File: src/rtl/riscv_pkg.sv
// rtl/riscv_pkg.sv - shared fetch widths, reset PC default and fetch entry type
package riscv_pkg;

   localparam int          XLEN     = 32;
   localparam logic [31:0] RESET_PC = 32'h0000_0000;

   // One buffered instruction word as handed to decode.
   typedef struct packed {
      logic [31:0] inst;
      logic        err;
   } fetch_entry_t;

endpackage

File: src/rtl/fetch_stage_if.sv
// rtl/fetch_stage_if.sv - instruction-memory and decode-side signals of the fetch stage
interface fetch_stage_if
   import riscv_pkg::*;
#(
   parameter int XLEN = riscv_pkg::XLEN
) ();

   logic            imem_req_o;
   logic [XLEN-1:0] imem_addr_o;
   logic            imem_gnt_i;
   logic            imem_rvalid_i;
   logic [31:0]     imem_rdata_i;
   logic            imem_err_i;
   logic            redirect_i;
   logic [XLEN-1:0] redirect_pc_i;
   logic            fetch_valid_o;
   logic            fetch_ready_i;
   logic [31:0]     fetch_inst_o;
   logic [XLEN-1:0] fetch_pc_o;
   logic            fetch_err_o;

   // Fetch unit side.
   modport master (
      output imem_req_o, imem_addr_o, fetch_valid_o, fetch_inst_o, fetch_pc_o, fetch_err_o,
      input  imem_gnt_i, imem_rvalid_i, imem_rdata_i, imem_err_i,
      input  redirect_i, redirect_pc_i, fetch_ready_i
   );

   // Memory / decode / redirect source side.
   modport slave (
      input  imem_req_o, imem_addr_o, fetch_valid_o, fetch_inst_o, fetch_pc_o, fetch_err_o,
      output imem_gnt_i, imem_rvalid_i, imem_rdata_i, imem_err_i,
      output redirect_i, redirect_pc_i, fetch_ready_i
   );

endinterface

File: src/rtl/fetch_stage_fifo.sv
// rtl/fetch_stage_fifo.sv - fetch_fifo: prefetch buffer of {inst, err} with flush
module fetch_fifo
   import riscv_pkg::*;
#(
   parameter int  DEPTH = 2,
   localparam int CW    = $clog2(DEPTH + 1)
) (
   input  logic         clk,
   input  logic         rst_n,
   input  logic         push,
   input  fetch_entry_t wdata,
   input  logic         pop,
   input  logic         flush,
   output fetch_entry_t rdata,
   output logic         full,
   output logic         empty,
   output logic [CW-1:0] count
);

   localparam int AW = (DEPTH > 1) ? $clog2(DEPTH) : 1;

   fetch_entry_t         mem [DEPTH];
   logic [AW-1:0]        rd_ptr;
   logic [AW-1:0]        wr_ptr;
   logic [CW-1:0]        count_q;
   logic                 push_ok;
   logic                 pop_ok;

   function automatic logic [AW-1:0] next_ptr(input logic [AW-1:0] p);
      return (p == AW'(DEPTH - 1)) ? '0 : p + AW'(1);
   endfunction

   // A full buffer still accepts a push when its head leaves in the same cycle.
   assign push_ok = push && (!full || pop);
   assign pop_ok  = pop && !empty;
   assign full    = (count_q == CW'(DEPTH));
   assign empty   = (count_q == '0);
   assign count   = count_q;
   assign rdata   = mem[rd_ptr];

   // Storage and pointers; flush wins over a simultaneous push.
   always_ff @(posedge clk or negedge rst_n) begin
      if (!rst_n) begin
         rd_ptr  <= '0;
         wr_ptr  <= '0;
         count_q <= '0;
         for (int i = 0; i < DEPTH; i++) mem[i] <= '0;
      end else if (flush) begin
         rd_ptr  <= '0;
         wr_ptr  <= '0;
         count_q <= '0;
      end else begin
         if (push_ok) begin
            mem[wr_ptr] <= wdata;
            wr_ptr      <= next_ptr(wr_ptr);
         end
         if (pop_ok) rd_ptr <= next_ptr(rd_ptr);
         count_q <= count_q + CW'(push_ok) - CW'(pop_ok);
      end
   end

endmodule

File: src/rtl/fetch_stage.sv
// rtl/fetch_stage.sv - sequential instruction fetch with prefetch buffer and redirect; FETCH_STALL_CNT_EN adds a decode-starvation counter
module fetch_stage
   import riscv_pkg::*;
#(
   parameter int              XLEN       = riscv_pkg::XLEN,
   parameter logic [XLEN-1:0] RESET_PC   = XLEN'(riscv_pkg::RESET_PC),
   parameter int              FIFO_DEPTH = 2
) (
   input  logic              clk_i,
   input  logic              rst_i,
   fetch_stage_if.master     bus
`ifdef FETCH_STALL_CNT_EN
   ,
   output logic [31:0]       fetch_stall_cnt_o
`endif
);

   localparam int CW = $clog2(FIFO_DEPTH + 1);

   logic            started_q;
   logic            pend_q;
   logic            stale_q;
   logic [XLEN-1:0] pc_q;
   logic [XLEN-1:0] head_pc_q;
   logic [XLEN-1:0] pend_addr_q;
   logic [CW-1:0]   out_q;
   logic [7:0]      drop_q;

   logic            redirect;
   logic [XLEN-1:0] new_pc;
   logic [XLEN-1:0] addr;
   logic            pop;
   logic            credit;
   logic            req;
   logic            gnt;
   logic            rsp;
   logic            keep;
   fetch_entry_t    push_data;
   fetch_entry_t    head;
   logic            fifo_full;
   logic            fifo_empty;
   logic [CW-1:0]   fifo_count;

   assign redirect = bus.redirect_i;
   assign new_pc   = {bus.redirect_pc_i[XLEN-1:2], 2'b00};
   // An un-granted request keeps its original address even after a redirect.
   assign addr     = pend_q ? pend_addr_q : pc_q;
   assign pop      = !fifo_empty && bus.fetch_ready_i && !redirect;
   // Words granted but not yet returned plus buffered words must leave room
   // for one more; the head leaving this cycle frees its slot already.
   assign credit   = ({1'b0, out_q} + {1'b0, fifo_count}) <
                     ((CW+1)'(FIFO_DEPTH) + (CW+1)'(pop));
   assign req      = pend_q || (started_q && credit && !(fifo_full && !pop));
   assign gnt      = req && bus.imem_gnt_i;
   assign rsp      = bus.imem_rvalid_i;
   assign keep     = rsp && (drop_q == '0) && !redirect;

   assign push_data.inst = bus.imem_rdata_i;
   assign push_data.err  = bus.imem_err_i;

   assign bus.imem_req_o    = req;
   assign bus.imem_addr_o   = addr;
   assign bus.fetch_valid_o = !fifo_empty;
   assign bus.fetch_inst_o  = head.inst;
   assign bus.fetch_err_o   = head.err;
   assign bus.fetch_pc_o    = head_pc_q;

   fetch_fifo #(.DEPTH(FIFO_DEPTH)) u_fifo (
      .clk   (clk_i),
      .rst_n (rst_i),
      .push  (keep),
      .wdata (push_data),
      .pop   (pop),
      .flush (redirect),
      .rdata (head),
      .full  (fifo_full),
      .empty (fifo_empty),
      .count (fifo_count)
   );

   // PC generation, in-flight accounting and stale-response drop bookkeeping.
   always_ff @(posedge clk_i or negedge rst_i) begin
      if (!rst_i) begin
         started_q   <= 1'b0;
         pend_q      <= 1'b0;
         stale_q     <= 1'b0;
         pc_q        <= RESET_PC;
         head_pc_q   <= RESET_PC;
         pend_addr_q <= RESET_PC;
         out_q       <= '0;
         drop_q      <= '0;
      end else begin
         started_q   <= 1'b1;
         pend_q      <= req && !bus.imem_gnt_i;
         pend_addr_q <= addr;
         if (redirect) begin
            pc_q      <= new_pc;
            head_pc_q <= new_pc;
            out_q     <= '0;
            // Everything still in flight, including this cycle's grant and
            // minus this cycle's response, belongs to the old path.
            drop_q    <= drop_q + 8'(out_q) + 8'(gnt) - 8'(rsp);
            stale_q   <= req && !bus.imem_gnt_i;
         end else begin
            if (gnt && stale_q) stale_q <= 1'b0;
            if (gnt && !stale_q) pc_q <= pc_q + XLEN'(4);
            if (pop) head_pc_q <= head_pc_q + XLEN'(4);
            drop_q <= drop_q + 8'(gnt && stale_q) - 8'(rsp && (drop_q != '0));
            out_q  <= out_q + CW'(gnt && !stale_q) - CW'(keep);
         end
      end
   end

`ifdef FETCH_STALL_CNT_EN
   logic [31:0] stall_q;

   // Count cycles where decode waits on an empty buffer outside a redirect.
   always_ff @(posedge clk_i or negedge rst_i) begin
      if (!rst_i) begin
         stall_q <= '0;
      end else if (bus.fetch_ready_i && fifo_empty && !redirect && (stall_q != 32'hFFFF_FFFF)) begin
         stall_q <= stall_q + 32'd1;
      end
   end

   assign fetch_stall_cnt_o = stall_q;
`endif

endmodule

File: src/flat_wrapper.sv
// flat-port wrapper written by rule: the top's interface ports become plain ports
module fetch_stage_flat import riscv_pkg::*;
#(
   parameter int              XLEN       = riscv_pkg::XLEN,
   parameter logic [XLEN-1:0] RESET_PC   = XLEN'(riscv_pkg::RESET_PC),
   parameter int              FIFO_DEPTH = 2
)
  (clk_i, rst_i, bus_imem_req_o, bus_imem_addr_o, bus_fetch_valid_o, bus_fetch_inst_o, bus_fetch_pc_o, bus_fetch_err_o, bus_imem_gnt_i, bus_imem_rvalid_i, bus_imem_rdata_i, bus_imem_err_i, bus_redirect_i, bus_redirect_pc_i, bus_fetch_ready_i);
  fetch_stage_if #(.XLEN(XLEN)) bus_i ();
  input  logic clk_i;
  input  logic rst_i;
  output wire logic [$bits(bus_i.imem_req_o)-1:0] bus_imem_req_o;
  output wire logic [$bits(bus_i.imem_addr_o)-1:0] bus_imem_addr_o;
  output wire logic [$bits(bus_i.fetch_valid_o)-1:0] bus_fetch_valid_o;
  output wire logic [$bits(bus_i.fetch_inst_o)-1:0] bus_fetch_inst_o;
  output wire logic [$bits(bus_i.fetch_pc_o)-1:0] bus_fetch_pc_o;
  output wire logic [$bits(bus_i.fetch_err_o)-1:0] bus_fetch_err_o;
  input wire logic [$bits(bus_i.imem_gnt_i)-1:0] bus_imem_gnt_i;
  input wire logic [$bits(bus_i.imem_rvalid_i)-1:0] bus_imem_rvalid_i;
  input wire logic [$bits(bus_i.imem_rdata_i)-1:0] bus_imem_rdata_i;
  input wire logic [$bits(bus_i.imem_err_i)-1:0] bus_imem_err_i;
  input wire logic [$bits(bus_i.redirect_i)-1:0] bus_redirect_i;
  input wire logic [$bits(bus_i.redirect_pc_i)-1:0] bus_redirect_pc_i;
  input wire logic [$bits(bus_i.fetch_ready_i)-1:0] bus_fetch_ready_i;
  assign bus_imem_req_o = bus_i.imem_req_o;
  assign bus_imem_addr_o = bus_i.imem_addr_o;
  assign bus_fetch_valid_o = bus_i.fetch_valid_o;
  assign bus_fetch_inst_o = bus_i.fetch_inst_o;
  assign bus_fetch_pc_o = bus_i.fetch_pc_o;
  assign bus_fetch_err_o = bus_i.fetch_err_o;
  assign bus_i.imem_gnt_i = bus_imem_gnt_i;
  assign bus_i.imem_rvalid_i = bus_imem_rvalid_i;
  assign bus_i.imem_rdata_i = bus_imem_rdata_i;
  assign bus_i.imem_err_i = bus_imem_err_i;
  assign bus_i.redirect_i = bus_redirect_i;
  assign bus_i.redirect_pc_i = bus_redirect_pc_i;
  assign bus_i.fetch_ready_i = bus_fetch_ready_i;
  fetch_stage #(.XLEN(XLEN), .RESET_PC(RESET_PC), .FIFO_DEPTH(FIFO_DEPTH)) u_core (.clk_i(clk_i), .rst_i(rst_i), .bus(bus_i));
endmodule
File: config.mk
export PLATFORM = sky130hd
export DESIGN_NAME = fetch_stage_flat
export DESIGN_NICKNAME = d
export VERILOG_FILES = /design/src/rtl/riscv_pkg.sv /design/src/rtl/fetch_stage_if.sv /design/src/rtl/fetch_stage_fifo.sv /design/src/rtl/fetch_stage.sv /design/src/flat_wrapper.sv
export SDC_FILE = /design/constraint.sdc
export NUM_CORES = 1
export LEC_CHECK = 0
export ABC_AREA = 1
export CELL_PAD_IN_SITES_DETAIL_PLACEMENT = 1
export CELL_PAD_IN_SITES_GLOBAL_PLACEMENT = 2
export CORE_MARGIN = 4
export CORE_UTILIZATION = 32
export DETAILED_ROUTE_END_ITERATION = 6
export PLACE_DENSITY = 0.9
export SLEW_MARGIN = 0
export SYNTH_ARGS = -nofsm -noshare
export SYNTH_HDL_FRONTEND = slang
export SYNTH_HIERARCHICAL = 1
export SYNTH_SLANG_ARGS = --single-unit
File: constraint.sdc
create_clock -name clk_i -period 6.78 [get_ports clk_i]
set_input_delay 2.034 -clock clk_i [delete_from_list [all_inputs] [get_ports clk_i]]
set_output_delay 2.034 -clock clk_i [all_outputs]
set_load 0.05 [all_outputs]
==> results <==
- Max-cap violations in this run came to 0.
- The library cell used most frequently in the layout, excluding fill and tap cells, is sky130_fd_sc_hd__nand2_1.
- The I/O pin count is 170.
- STA classifies the critical path endpoint as an output pin.
- In the synthesized netlist, the number of instances is 1386.
- The global placement routability congestion is 0.823.
- The critical path goes through clkdlybuf4s50_1, nand3_1, buf_4, o21ai_0, nand2_2, nand2_4, buf_12.
- Summed over all cells, the static leakage comes to 6.06 nW.
- The die is 185 um tall.
- The cell family contributing the most delay on the critical path is buffers and inverters.
- In the routed layout, each cell is associated on average with a via count of 5.08.
- Fill cells in the final layout number 3875.
- For this run, the leading register cell type out of synthesis is sky130_fd_sc_hd__dfrtp_1.
- The number of buffers added to fix hold violations after cts is 0.
- The count of routing violations after the opening detailed-route iteration is 726.
- The clock skew is 0.0193 ns.
- The final HPWL from detailed placement is 24500 um.
- The detailed router placed 9779 vias in this run.
- STA classifies the critical path startpoint as an input pin.
- The actual transition at the worst max-transition pin is 1.08 ns.
- The register-to-register setup slack is 3.03 ns.
- The buffers plus inverters on the worst setup path is 3.
- The portion of the post-synthesis area used by sequential elements is 0.437.
- Relative to the synthesized area, the layout overhead comes to 24.6%.
- Of the cells placed in the final design, the portion with a size suffix greater than 1 is 0.0412.
- The post-cts resize count is 0.
- The worst-path cell with the longest stage delay is sky130_fd_sc_hd__clkdlybuf4s50_1.
- In this run, synthesis produced a sequential element count of 175.
- The total routing usage reported by global routing is 0.200.
- The largest net degree at the start of global routing is 109.
- The total count of max-transition violations in the final report is 0.
- Yosys mapped the design onto 39 distinct sky130hd cell types.
- The clock insertion delay at the later pin of the skew report is 0.44 ns.
- The post-route DRC violation count is 0.
- In this run the remaining antenna-violating nets after routing total 0.
- The core region area is 0.0307 mm^2.
- The hold-critical path endpoint is u_core/pend_addr_q[0]$_DFF_PN0_.
- The flow ran to the end, and the final reports show no timing, DRC or antenna violations.
- The mean cell area of the mapped netlist is 7.24 um^2.
- The die footprint is 0.0342 mm^2.
- Of the total synthesized cell area, the portion taken by full adders, half adders and majority gates is 0.0354.
- Setup repair after global routing left no endpoint under its margin.
- CTS saw 175 sinks.
- By startpoint and endpoint, the worst setup path is classified as in -> out.
- Of the post-synthesis cell area, the dominant cell type holds 0.437.
- The first global-routing pass estimated 54400 um of wire.
- The number of synthesized flops with an enable pin is 0.
- The multiplexer fraction of the synthesized cell area is 0.000998.
- The final number of hold-violating endpoints was 0.
- The share of synthesized registers carrying an async set or reset is 1.00.
- After routing, the total negative slack on setup checks comes to 0 ns.
- The initial antenna violation count is 0.
- The number of levels the H-tree was split into is 4.
- The port buffer count is 165.
- The main combinational cell family by area after synthesis is simple AND/OR/NAND/NOR gates.
- In this run the tightest slew margin relative to its limit is 0.280.
- Data on the critical path is required at its endpoint by 4.75 ns.
- The root buffer cell is sky130_fd_sc_hd__clkbuf_16.
- The cell accounting for the most synthesized area is sky130_fd_sc_hd__dfrtp_1.
- In this run the most critical hold path is launched from u_core/pend_addr_q[0]$_DFF_PN0_.
- During synthesis, Yosys emitted a total of 6 warnings.
- The number of global-route vias before repair is 9911.
- The path class of the tightest hold or removal check is reg -> reg.
- The compound-cell area share of the yosys netlist was 0.0453.
- The worst-path maximum fanout is 11.
- The worst hold path passes through 2 cells.
- The number of nets in the final layout is 1614.
- The end of the worst register-to-register path is u_core/drop_q[6]$_DFF_PN0_.
- The number of antenna cells inserted is 0.
- The share of the cycle needed by the critical path after routing is 0.806.
- The number of iterations in the first detailed-routing pass is 5.
- For this run, the slowest stage of the critical path takes 0.50 ns.
- The number of clock buffers added by TritonCTS is 17.
- The maximum buffer depth of the clock tree is 2.
- The count of final setup violators is 0.
- The worst-case reg-to-reg path depth is 19.
- The clock tree from TritonCTS is yes.
- In this run the cell area of the synthesized design comes to 0.0100 mm^2.
- The data arrival time of the critical path is 3.43 ns.
- Timing would allow up to 183 MHz.
- The top cell types in the final layout, fill and taps aside, are 612 x sky130_fd_sc_hd__nand2_1, 175 x sky130_fd_sc_hd__dfrtp_1, 162 x sky130_fd_sc_hd__clkdlybuf4s50_1.
- The routed design has 34400 um of wire.
- By area the synthesized netlist is led by sky130_fd_sc_hd__dfrtp_1 44%, sky130_fd_sc_hd__nand2_1 23%, sky130_fd_sc_hd__nand3_1 5.3%, sky130_fd_sc_hd__nand4_1 4.6%, sky130_fd_sc_hd__nor2_1 3.6%.
- The placement row count is 64.
- The fraction of the mapped netlist area in simple logic gates is 0.384.
- The initial core utilization is 0.326.
- The post-synthesis share of cell area spent on xor and xnor gates is 0.0244.
- After clock tree synthesis, the clock-pin slew on the worst setup and hold paths is 0.07 ns.
- Dividing the detail-routed wire length by the instance count gives 17.9 um.
- The peak supply drop is 0.000168 V.
- The clock period could shrink to 5.46 ns.
- Summed over all layers, the global routing overflow is 0.
- The number of buffers inserted by post-CTS setup repair is 0.
- After routing the design area is 0.0125 mm^2.
- Power spread over the standard cell area amounts to 286 mW/mm^2.
- The standard cell area after detailed placement is 0.0119 mm^2.
- The width of the chip is 185 um.
- The startpoint identified for the worst register-to-register timing path is u_core/u_fifo/count[0]$_DFF_PN0_.
-- layer usage --
layer	wire length, um	GRT usage
met4	448	0.0458
met1	16600	0.289
met3	1420	0.0232
met5	0	0
met2	15900	0.325
-- flip-flops by register name (all words and copies together) (netlist names), 2 cells and up --
signal,count
u_core/drop_q,8
u_core/pc_q,30
u_core/u_fifo/count,2
u_core/u_fifo/mem,66
u_core/bus.fetch_pc_o,30
u_core/out_q,2
u_core/pend_addr_q,32
-- area by class of cell --
cell class | count | area (um^2) | share of cell area
Multi-Input combinational cell | 1049 | 4930 | 0.395
Sequential cell | 175 | 4380 | 0.350
Timing Repair Buffer | 176 | 1740 | 0.139
Tap cell | 396 | 495 | 0.0397
Clock buffer | 18 | 439 | 0.0351
Inverter | 98 | 368 | 0.0294
Clock inverter | 14 | 144 | 0.0115
-- synth_stat cells (3+ instances only) --
cell type,count
sky130_fd_sc_hd__a21oi_1,17
sky130_fd_sc_hd__o211ai_1,7
sky130_fd_sc_hd__nor3_1,8
sky130_fd_sc_hd__nand3_1,107
sky130_fd_sc_hd__o21ai_0,44
sky130_fd_sc_hd__inv_1,94
sky130_fd_sc_hd__buf_1,7
sky130_fd_sc_hd__xnor2_1,8
sky130_fd_sc_hd__clkbuf_1,20
sky130_fd_sc_hd__buf_2,21
sky130_fd_sc_hd__nor2_4,3
sky130_fd_sc_hd__nor2_1,95
sky130_fd_sc_hd__nand4_1,73
sky130_fd_sc_hd__buf_4,9
sky130_fd_sc_hd__ha_1,22
sky130_fd_sc_hd__nand2_1,612
sky130_fd_sc_hd__buf_6,8
sky130_fd_sc_hd__fa_1,4
sky130_fd_sc_hd__dfrtp_1,175
sky130_fd_sc_hd__nand3b_1,4
sky130_fd_sc_hd__xor2_1,20
-- cells by family (layout without fill, tap and decap cells) --
group           Yosys count  count (layout)
simple gates            912             912
flops                   175             175
buf+inv                 163             306
compound gates           79              79
xor+xnor                 28              28
fa+ha+maj                26              26
other cells               2               3
mux                       1               1
-- metrics by stage --
stage | power, W | cells | hold WS (ns) | setup slack, ns | utilization
detailed placement | 0.00260 | 1894 | 0.458 | 1.12 | 0.387
CTS | 0.00361 | 1926 | 0.477 | 1.31 | 0.406
floorplan | 0.00216 | 1387 | 0.442 | 2.04 | -
global placement | 0.00257 | 1894 | 0.446 | 1.17 | 0.387
finish | 0.00358 | 1926 | 0.472 | 1.32 | 0.406
global route | 0.00381 | 1926 | 0.505 | 1.23 | 0.406
-- power breakdown --
group | leakage [nW] | switching [W] | total [W] | internal, W
sequential | 2.26 | 0.000127 | 0.00132 | 0.00119
clock | 0.277 | 0.000499 | 0.00100 | 0.000501
combinational | 3.52 | 0.000833 | 0.00126 | 0.000424
-- worst max-delay path by stage --
stage,startpoint,endpoint,slack (ns),cells after the start
5_1_grt,bus_fetch_ready_i,bus_imem_req_o,1.23,7
3_3_place_gp,bus_fetch_ready_i,u_core/u_fifo/mem[47]$_DFFE_PN0P_,1.17,9
6_report,bus_fetch_ready_i,bus_imem_req_o,1.32,7
3_5_place_dp,bus_fetch_ready_i,u_core/u_fifo/mem[55]$_DFFE_PN0P_,1.12,9
2_1_floorplan,bus_redirect_i,bus_imem_req_o,2.04,6
4_1_cts,bus_fetch_ready_i,bus_imem_req_o,1.31,7
-- worst min-delay path: stages, from the launching register on --
cell and delay [ns]:
sky130_fd_sc_hd__dfrtp_1 0.33, sky130_fd_sc_hd__nand2_1 0.05, sky130_fd_sc_hd__inv_1 0.06
Power figures use the tool's default switching activity.
